===== config.mk =====
export PLATFORM = sky130hd
export DESIGN_NAME = ucsbece154b_perf_monitor
export DESIGN_NICKNAME = d
export VERILOG_FILES = /design/src/rtl/ucsbece154b_perf_monitor.sv
export SDC_FILE = /design/constraint.sdc
export NUM_CORES = 1
export LEC_CHECK = 0
export ABC_AREA = 1
export ABC_CLOCK_PERIOD_IN_PS = 4700
export CORE_ASPECT_RATIO = 0.5
export CORE_MARGIN = 2
export CORE_UTILIZATION = 50
export DETAILED_ROUTE_END_ITERATION = 8
export GPL_ROUTABILITY_DRIVEN = 1
export PLACE_DENSITY_LB_ADDON = 0.05
export SYNTH_ARGS = -nofsm -noshare
export SYNTH_HDL_FRONTEND = slang
export SYNTH_SLANG_ARGS = --single-unit

===== constraint.sdc =====
create_clock -name clk -period 4.7 [get_ports clk]
set_input_delay 1.175 -clock clk [delete_from_list [all_inputs] [get_ports clk]]
set_output_delay 1.175 -clock clk [all_outputs]
set_load 0.01 [all_outputs]

===== src/rtl/ucsbece154b_perf_monitor.sv =====
// ucsbece154b_perf_monitor: cycle/instruction/branch/jump counters for the N-wide core,
// with program-end (NOP park) detection, cycle timeout and a registered readout port.
// Optional per-slot issue counters are built when PERF_PER_SLOT_EN is defined.
module ucsbece154b_perf_monitor #(
    parameter int unsigned NUM_SLOTS  = 2,
    parameter int unsigned CNT_W      = 32,
    parameter int unsigned MAX_CYCLES = 500,
    parameter logic [31:0] NOP_INSN   = 32'h00000013
) (
    input  logic                    clk,
    input  logic                    reset,
    input  logic                    clear_i,
    input  logic                    en_i,
    input  logic [NUM_SLOTS*32-1:0] instrD_i,
    input  logic [NUM_SLOTS*32-1:0] pcF_i,
    input  logic [NUM_SLOTS*32-1:0] instrF_i,
    input  logic [6:0]              opE_i,
    input  logic                    mispredict_i,
    input  logic                    branch_taken_f_i,
    input  logic [3:0]              sel_i,
    output logic [CNT_W-1:0]        rdata_o,
    output logic                    done_o,
    output logic                    timeout_o,
    output logic                    overflow_o
);

    localparam int unsigned SumW = $clog2(NUM_SLOTS + 1);

    typedef enum logic [1:0] {
        StIdle    = 2'd0,
        StRun     = 2'd1,
        StHalted  = 2'd2,
        StTimeout = 2'd3
    } state_e;

    state_e                  state_q;
    logic [CNT_W-1:0]        cycle_q, instr_q, branch_q, branch_miss_q, jump_q, jump_miss_q;
    logic [NUM_SLOTS*32-1:0] prevpc_q;
    logic                    pc_valid_q;
    logic                    done_q, timeout_q, overflow_q;
    logic [CNT_W-1:0]        rdata_q;
    logic [CNT_W-1:0]        rdata_d;

    // Bit CNT_W of the result is the carry-out; on carry the value clamps to all-ones.
    function automatic logic [CNT_W:0] sat_add(input logic [CNT_W-1:0] v,
                                               input logic [CNT_W-1:0] inc);
        logic [CNT_W:0] s;
        s = {1'b0, v} + {1'b0, inc};
        if (s[CNT_W]) s = {1'b1, {CNT_W{1'b1}}};
        return s;
    endfunction

    logic [NUM_SLOTS-1:0] slot_issue;
    logic [SumW-1:0]      issue_cnt;
    logic                 halt_cond;
    logic                 is_branch, is_jump;

    // Per-slot issue qualification, issue sum and program-end detection
    always_comb begin
        issue_cnt = '0;
        halt_cond = pc_valid_q;
        for (int k = 0; k < NUM_SLOTS; k++) begin
            slot_issue[k] = (instrD_i[32*k +: 32] != 32'h0) &&
                            (instrD_i[32*k +: 32] != NOP_INSN);
            issue_cnt = issue_cnt + SumW'(slot_issue[k]);
            if ((pcF_i[32*k +: 32] != prevpc_q[32*k +: 32]) ||
                (instrF_i[32*k +: 32] != NOP_INSN)) begin
                halt_cond = 1'b0;
            end
        end
    end

    assign is_branch = (opE_i == 7'b1100011);
    assign is_jump   = (opE_i == 7'b1101111) || (opE_i == 7'b1100111);

    logic [CNT_W:0] cyc_add, ins_add, br_add, brm_add, jmp_add, jmpm_add;

    assign cyc_add  = sat_add(cycle_q, CNT_W'(1'b1));
    assign ins_add  = sat_add(instr_q, CNT_W'(issue_cnt));
    assign br_add   = sat_add(branch_q, CNT_W'(is_branch));
    assign brm_add  = sat_add(branch_miss_q, CNT_W'(is_branch & mispredict_i));
    assign jmp_add  = sat_add(jump_q, CNT_W'(is_jump));
    assign jmpm_add = sat_add(jump_miss_q, CNT_W'(is_jump & ~branch_taken_f_i));

    // Compare in a widened domain so a MAX_CYCLES wider than CNT_W never aliases.
    logic [CNT_W+31:0] cyc_ext;
    logic              timeout_hit;
    assign cyc_ext     = {32'b0, cyc_add[CNT_W-1:0]};
    assign timeout_hit = (cyc_ext == (CNT_W+32)'(MAX_CYCLES));

    logic slot_ovf;

`ifdef PERF_PER_SLOT_EN
    logic [CNT_W-1:0] slot_cnt_q [NUM_SLOTS];
    logic [CNT_W:0]   slot_add   [NUM_SLOTS];

    // Per-slot saturating increments
    always_comb begin
        slot_ovf = 1'b0;
        for (int k = 0; k < NUM_SLOTS; k++) begin
            slot_add[k] = sat_add(slot_cnt_q[k], CNT_W'(slot_issue[k]));
            slot_ovf    = slot_ovf | slot_add[k][CNT_W];
        end
    end

    // Per-slot counters follow the same run/halt/clear rules as the shared counters
    always_ff @(posedge clk or negedge reset) begin
        if (!reset) begin
            for (int k = 0; k < NUM_SLOTS; k++) slot_cnt_q[k] <= '0;
        end else if (clear_i) begin
            for (int k = 0; k < NUM_SLOTS; k++) slot_cnt_q[k] <= '0;
        end else if (state_q == StRun && en_i && !halt_cond) begin
            for (int k = 0; k < NUM_SLOTS; k++) slot_cnt_q[k] <= slot_add[k][CNT_W-1:0];
        end
    end
`else
    assign slot_ovf = 1'b0;
`endif

    logic any_ovf;
    assign any_ovf = cyc_add[CNT_W] | ins_add[CNT_W] | br_add[CNT_W] | brm_add[CNT_W] |
                     jmp_add[CNT_W] | jmpm_add[CNT_W] | slot_ovf;

    logic [31:0] status_w;
    assign status_w = {27'b0, overflow_q, timeout_q, done_q, state_q};

    // Readout select; slot indices beyond NUM_SLOTS (or no per-slot build) read zero
    always_comb begin
        rdata_d = '0;
        case (sel_i)
            4'd0: rdata_d = cycle_q;
            4'd1: rdata_d = instr_q;
            4'd2: rdata_d = branch_q;
            4'd3: rdata_d = branch_miss_q;
            4'd4: rdata_d = jump_q;
            4'd5: rdata_d = jump_miss_q;
            4'd6: rdata_d = CNT_W'(status_w);
            4'd7: rdata_d = CNT_W'(MAX_CYCLES);
            default: begin
`ifdef PERF_PER_SLOT_EN
                for (int k = 0; k < NUM_SLOTS; k++) begin
                    if (sel_i[3] && (sel_i[2:0] == 3'(k))) rdata_d = slot_cnt_q[k];
                end
`endif
            end
        endcase
    end

    // Control FSM with counters, flags and registered readout
    always_ff @(posedge clk or negedge reset) begin
        if (!reset) begin
            state_q       <= StIdle;
            cycle_q       <= '0;
            instr_q       <= '0;
            branch_q      <= '0;
            branch_miss_q <= '0;
            jump_q        <= '0;
            jump_miss_q   <= '0;
            prevpc_q      <= '0;
            pc_valid_q    <= 1'b0;
            done_q        <= 1'b0;
            timeout_q     <= 1'b0;
            overflow_q    <= 1'b0;
            rdata_q       <= '0;
        end else begin
            rdata_q <= rdata_d;
            if (clear_i) begin
                state_q       <= StIdle;
                cycle_q       <= '0;
                instr_q       <= '0;
                branch_q      <= '0;
                branch_miss_q <= '0;
                jump_q        <= '0;
                jump_miss_q   <= '0;
                prevpc_q      <= '0;
                pc_valid_q    <= 1'b0;
                done_q        <= 1'b0;
                timeout_q     <= 1'b0;
                overflow_q    <= 1'b0;
            end else begin
                case (state_q)
                    StIdle: begin
                        if (en_i) state_q <= StRun;
                    end
                    StRun: begin
                        if (en_i) begin
                            if (halt_cond) begin
                                // Halt wins over a coincident timeout; nothing counts
                                state_q <= StHalted;
                                done_q  <= 1'b1;
                            end else begin
                                cycle_q       <= cyc_add[CNT_W-1:0];
                                instr_q       <= ins_add[CNT_W-1:0];
                                branch_q      <= br_add[CNT_W-1:0];
                                branch_miss_q <= brm_add[CNT_W-1:0];
                                jump_q        <= jmp_add[CNT_W-1:0];
                                jump_miss_q   <= jmpm_add[CNT_W-1:0];
                                overflow_q    <= overflow_q | any_ovf;
                                prevpc_q      <= pcF_i;
                                pc_valid_q    <= 1'b1;
                                if (timeout_hit) begin
                                    state_q   <= StTimeout;
                                    timeout_q <= 1'b1;
                                end
                            end
                        end
                    end
                    StHalted: begin
                    end
                    StTimeout: begin
                    end
                    default: state_q <= StIdle;
                endcase
            end
        end
    end

    assign rdata_o    = rdata_q;
    assign done_o     = done_q;
    assign timeout_o  = timeout_q;
    assign overflow_o = overflow_q;

endmodule


==> results of run 1 <==
==> critical path: cells and delay by family <==
family	cells	cell delay, ns
buffers and inverters	2	0.66
AOI/OAI and AO/OA	4	0.46
and+or+nand+nor	11	1.45
adders and majority gates	2	0.66
==> area by class of cell <==
type	count	area, µm²
diodes	1	2.50
clock buffers	36	835
clock inverters	19	236
fillers	3525	14400
inverters	316	1190
multi-input cells	1899	10100
flip-flops and latches	294	7360
well taps	520	651
repair buffers	295	2920
==> sequential cells by signal, indices dropped and copies added (netlist names) <==
| name | count |
|---|---|
| rdata_o | 32 |
| branch_miss_q | 32 |
| pc_valid_q | 1 |
| done_o | 1 |
| prevpc_q | 64 |
| state_q | 2 |
| jump_q | 32 |
| branch_q | 32 |
| cycle_q | 32 |
| timeout_o | 1 |
| overflow_o | 1 |
| instr_q | 32 |
| jump_miss_q | 32 |
==> cell families after synthesis <==
kind of cell,count (synthesis)
AO/OA/AOI/OAI,454
buffers and inverters,397
XOR/XNOR,131
flip-flops,294
adder cells (fa/ha/maj),11
AND/OR/NAND/NOR,1303
==> worst max-delay path by stage <==
stage,startpoint,end,slack (ns),cells after the start
2_1_floorplan,instrD_i[0],instr_q[8]$_DFFE_PN0P_,1.14,17
3_3_place_gp,instrD_i[32],instr_q[26]$_DFFE_PN0P_,0.24,19
3_5_place_dp,instrD_i[0],instr_q[26]$_DFFE_PN0P_,0.19,19
4_1_cts,instrD_i[0],instr_q[26]$_DFFE_PN0P_,0.78,19
5_1_grt,instrD_i[0],instr_q[26]$_DFFE_PN0P_,0.39,19
6_report,instrD_i[0],instr_q[26]$_DFFE_PN0P_,0.73,19
==> cell usage in the layout, fill, tap and decap left out, types with 74 or more instances in the layout <==
| cell type | count |
|---|---|
| dfrtp_1 | 294 |
| o21ai_1 | 125 |
| clkdlybuf4s50_1 | 242 |
| o21ai_0 | 139 |
| nand3_1 | 76 |
| nor2_1 | 205 |
| inv_1 | 313 |
| nand2_1 | 726 |
| xor2_1 | 124 |
| nor3_1 | 74 |
==> layer usage <==
layer / GRT usage, % / up-vias
met1: 48.2 / 8943
met5: 0 / -
met3: 9.18 / 104
met2: 50.1 / 859
li1: - / 9059
met4: 7.98 / 4
==> power groups by stage <==
stage / combinational [W] / sequential [W] / clock, W
global route: 0.000775 / 0.00263 / 0.00281
finish: 0.000706 / 0.00262 / 0.00268
floorplan: 0.000391 / 0.00266 / 0
global placement: 0.000699 / 0.00267 / 0
CTS: 0.000708 / 0.00262 / 0.00270
detailed placement: 0.000707 / 0.00267 / 0
==> metrics by stage <==
| step | total power (W) | instances | util (%) |
|---|---|---|---|
| floorplan | 0.00305 | 2590 | - |
| global placement | 0.00337 | 3324 | 59.0 |
| detailed placement | 0.00338 | 3324 | 59.0 |
| CTS | 0.00604 | 3379 | 61.9 |
| global route | 0.00621 | 3379 | 61.9 |
| finish | 0.00601 | 3380 | 61.9 |
==> reports/metrics.yaml, run 1 <==
powerDensity_nw_per_um2: 258
r2r_end: "instr_q[26]$_DFFE_PN0P_"
synth_edf_count: 0
ys_seq_area_share_pct: 38.2
clk_path_buf_depth: 3
wl_met3_um: 7370
antenna_found_initial: 4
nets: 3056
p_sw_share_pct: 26.6
syn_area_um2: 19300
die-area_um2: 40200
drive_above_1_share_pct: 9.41
ctsHoldBuffers: 0
grt_pass1_vias: 17883
ant_nets: 0
critPathKind: "primary input to register"
hold_path_class: "register to register"
critPathCaptureType: "register"
grt_overflow_total: 0
rsz0062_at_grt: "no"
max_freq_mhz: 252
synthMuxAreaShare_pct: 0
r2r_setup_slack_ns: 1.97
ys_async_sr_fraction_pct: 100
status: "finished, final reports clean"
syn_inst: 2590
p_int_w: 0.00441
drtPass1Iterations: 6
ir_worst_vdd_uv: 275
post_cts.repair.setup_buffers: 0
worst_slew_pin_slew_ns: 0.927
finalWirelength_um: 66900
cts_tree: "yes"
clock_power_share_pct: 44.6
seqPwrFrac_pct: 43.7
hp-start: "state_q[0]$_DFFE_PN0P_"
hold_viol_final: 0
post_cts_resized: 0
clk_transition_reported_paths_ns: 0.07
crit_fanout: 12
synth_area_leaders: "dfrtp_1 (38%), nand2_1 (14%), inv_1 (6.1%), xor2_1 (5.6%), nor2_1 (4.0%)"
clock_sinks: 294
slew_headroom_pct: 38.2
critPathLaunchType: "primary input"
maxSlewViolCount: 0
postSynthAreaPerCell_um2: 7.44
dp_hpwl_um: 50400
finClkSkew_ns: 0.0203
grt_pass1_wl_um: 104000
synthAdderAreaFrac_pct: 0.753
die_x_um: 282
fin_crit_ns: 3.97
synth_warnings: 0
drt_iter0_markers: 2044
rr_startpoint: "instr_q[0]$_DFFE_PN0P_"
synthSimpleGateAreaFrac_pct: 30.7
cp_slowest_cell: "fa_1"
cts_htree_levels: 1
syn2layout_area_growth_pct: 20.9
comb_power_share_pct: 11.8
synth.ff_latch_count: 294
synth-compound-area-share_pct: 15.1
fin_crit_sh_pct: 84.4
via_per_inst: 5.61
num_io_pins: 244
hold_slack_ns: 0.479
critPathRequiredTime_ns: 5.16
met2_length_um: 28400
syn_nets: 2810
synth_top_area_share_pct: 38.2
worstHoldPathCells: 2
dpl_cell_area_um2: 22200
stdcell_area_um2: 23300
synth_common_cells: "nand2_1 (726), inv_1 (313), dfrtp_1 (294), nor2_1 (205), o21ai_0 (139)"
yosysUniqueCellTypes: 53
num_rows: 50
p_leak_nw: 10.2
maxCapViolCount: 0
top_layer: "met5"
synth_top_area_cell: "dfrtp_1"
portBuffers: 243
die-height_um: 143
tns_ns: 0
r2r_cells: 13
core_um2: 37700
clkLatencyLatePin_ns: 0.60
setup_violations: 0
switching_power_w: 0.00160
place_congestion: 0.982
synth_xor_area_share_pct: 5.95
worstHoldEndpoint: "state_q[0]$_DFFE_PN0P_"
yosysMostFrequentCell: "nand2_1"
path_common_cell: "nand3_1"
arrival_ns: 4.43
crit_path_max_incr_delay_ns: 0.44
via_count: 18969
path_cells: "clkdlybuf4s50_1 > or2_2 > o21ai_0 > nand3_1 > nor2_1 > nand3_1 > fa_1 > ha_1 > nand3_1 > or2_4 > nor3_4 > nand2_1 > nor2_2 > nand2_2 > inv_1 > a21oi_1 > o21ai_0 > nand2_1 > o21ai_2"
drc_errors: 0
synth_top_family_by_area: "simple AND/OR/NAND/NOR gates"
start_util_pct: 51.2
dpl_worst_slack_ns: 0.186
cts_root_buffer: "clkbuf_16"
cts_buffers: 30
grt_usage_pct: 33.5
wl_met1_um: 29400
wl_per_cell_um: 19.8
grt_start_max_net_pins: 182
setup_ws_ns: 0.732
dominantRegCellSynth: "dfrtp_1"
(Power assumes the default switching activity.)
==> run 2, diff against run 1 <==
--- a/config.mk
+++ b/config.mk
@@ -6,7 +6,7 @@
 export NUM_CORES = 1
 export LEC_CHECK = 0
 export ABC_AREA = 1
-export ABC_CLOCK_PERIOD_IN_PS = 4700
+export ABC_CLOCK_PERIOD_IN_PS = 3300
 export CORE_ASPECT_RATIO = 0.5
 export CORE_MARGIN = 2
 export CORE_UTILIZATION = 50
==> constraint.sdc (replaced) <==
create_clock -name clk -period 3.3 [get_ports clk]
set_input_delay 0.825 -clock clk [delete_from_list [all_inputs] [get_ports clk]]
set_output_delay 0.825 -clock clk [all_outputs]
set_load 0.01 [all_outputs]
==> reports/metrics.yaml, run 2 (same netlist as run 1, synthesis figures left out) <==
drt_iter0_markers: 2016  # -1.4%
grt_overflow_total: 0  # unchanged
critPathLaunchType: "primary input"
via_per_inst: 5.59  # -0.44%
dpl_worst_slack_ns: -0.671  # -0.856 ns
place_congestion: 0.995  # +1.3%
cts_root_buffer: "clkbuf_16"
critPathCaptureType: "register"
grt_start_max_net_pins: 107  # -41%
cts_buffers: 29  # -3.3%
drtPass1Iterations: 8  # +2
maxCapViolCount: 0  # unchanged
arrival_ns: 3.71  # -0.72 ns
worst_slew_pin_slew_ns: 0.768  # -0.160 ns
via_count: 19421  # +2.4%
wl_per_cell_um: 19.5  # -1.4%
layout_commonest_cell: "nand2_1"
r2r_cells: 16  # +3
dp_hpwl_um: 51800  # +2.7%
p_leak_nw: 10.7  # +4.9%
num_io_pins: 244  # unchanged
fin_cells: 3476  # +2.8%
finalWirelength_um: 67800  # +1.4%
fin_crit_sh_pct: 96.2
drc_errors: 0  # unchanged
post-place-cells: 3415  # +2.7%
crit_fanout: 5  # -7
hold_slack_ns: 0.165  # -0.315 ns
num_rows: 50  # unchanged
drive_above_1_share_pct: 13.0  # +3.6 points
setup_ws_ns: 0.124  # -0.607 ns
grt_usage_pct: 33.9  # +0.40 points
setup_violations: 0  # unchanged
core_um2: 37700  # unchanged
slew_headroom_pct: 48.4  # +10 points
status: "finished, final reports clean"
largest_register_ffs: 64  # unchanged
portBuffers: 243  # unchanged
utilization_pct: 64.3  # +2.5 points
cts_tree: "yes"
ir_worst_vdd_uv: 365  # +33%
critPathRequiredTime_ns: 3.83  # -1.33 ns
nets: 3154  # +3.2%
max_freq_mhz: 315
maxSlewViolCount: 0  # unchanged
ant_nets: 0  # unchanged
hold_viol_final: 0  # unchanged
die_x_um: 282  # unchanged
hold_path_class: "primary input to asynchronous set/reset pin"
clkLatencyLatePin_ns: 0.60  # about the same
layout_common_cells: "nand2_1 (722), inv_1 (311), dfrtp_1 (294)"
die-area_um2: 40200  # unchanged
nFillCells: 3402  # -3.5%
fin_crit_ns: 3.18
start_util_pct: 51.2  # unchanged
power_w: 0.00825  # +37%
largest_register: "prevpc_q"
clk_path_buf_depth: 3  # unchanged
grt_pass1_vias: 18537  # +3.7%
powerDensity_nw_per_um2: 340  # +32%
critPathKind: "primary input to register"
syn2layout_area_growth_pct: 25.7
finClkSkew_ns: 0.0336  # +0.0133 ns
antenna_found_initial: 6  # +2
clk_transition_reported_paths_ns: 0.07  # about the same
die-height_um: 143  # unchanged
grt_pass1_wl_um: 105000  # +1.3%
clock_sinks: 294  # unchanged
cts_htree_levels: 1  # unchanged
[run 2: changes by cell type in the layout (fill, tap and decap cells not counted), moves of 6 or more]
| cell | change |
|---|---|
| o21ai_0 | -7 |
| clkbuf_1 | +6 |
| buf_12 | +10 |
| buf_4 | +84 |
| ha_1 | -6 |
| o21ai_1 | +6 |
[run 2: per-layer routing]
| layer | up-vias | wire, µm | GRT usage [%] | part of all wire, % |
|---|---|---|---|---|
| met5 | - | 22 | 0 | 0.032 |
| met4 | 4 | 1830 | 9.27 | 2.7 |
| met3 | 128 | 7070 | 11.2 | 10 |
| met2 | 800 | 29100 | 50.9 | 43 |
| met1 | 9246 | 29800 | 46.9 | 44 |
| li1 | 9243 | - | - | - |
[run 2: path summary, 6_finish.rpt]
check / from / to / slack [ns]
setup / recovery: opE_i[3] / branch_miss_q[6]$_DFFE_PN0P_ / 0.12
hold / removal: reset / branch_miss_q[14]$_DFFE_PN0P_ / 0.16
setup reg to reg: cycle_q[1]$_DFFE_PN0P_ / state_q[0]$_DFFE_PN0P_ / 0.59
hold reg to reg: state_q[0]$_DFFE_PN0P_ / state_q[0]$_DFFE_PN0P_ / 0.48
max in group asynchronous: reset / instr_q[16]$_DFFE_PN0P_ / 2.33
min in group clk: state_q[0]$_DFFE_PN0P_ / state_q[0]$_DFFE_PN0P_ / 0.48
[run 2: repair_timing]
item,4_1_cts,5_1_grt
gates cloned,0,1
resized for setup,1,50
endpoints found under the setup margin,14,118
hold buffers,0,0
setup buffers,0,7
pin swaps,0,11
[run 2: final cells by class]
type / count / area (µm²) / share of cell area, %
Antenna cell: 2 / 5.00 / 0.0207
Clock buffer: 43 / 848 / 3.50
Clock inverter: 8 / 93.8 / 0.387
Inverter: 316 / 1190 / 4.91
Multi-Input combinational cell: 1899 / 10300 / 42.4
Sequential cell: 294 / 7360 / 30.4
Tap cell: 520 / 651 / 2.68
Timing Repair Buffer: 393 / 3800 / 15.7
Timing Repair inverter: 1 / 7.51 / 0.0310
[run 2: critical path, stage by stage]
cell             delay (ns)
clkdlybuf4s50_1        0.40
or3_4                  0.37
nor3b_2                0.20
buf_4                  0.17
ha_4                   0.14
ha_4                   0.15
nand3_4                0.09
nor2_4                 0.14
nand2_2                0.08
nor2_4                 0.16
buf_6                  0.13
nand3_4                0.07
nor3_4                 0.22
buf_6                  0.14
clkinvlp_4             0.13
o21ai_0                0.11
nand2_1                0.07
o21ai_1                0.08
[run 2: stage by stage]
| step | instance area (µm²) | TNS (ns) |
|---|---|---|
| final | 24200 | 0 |
| after global routing | 24200 | -0.205 |
| after CTS | 24000 | 0 |
| after detailed placement | 23000 | -66.42 |
| after global placement | 23000 | -57.23 |
| after floorplan | 19300 | 0 |
[run 2: power breakdown]
| group | internal (W) | switching [W] | leakage, nW |
|---|---|---|---|
| sequential | 0.00369 | 0.0000516 | 4.08 |
| clock | 0.00192 | 0.00153 | 0.468 |
| combinational | 0.000442 | 0.000612 | 6.11 |
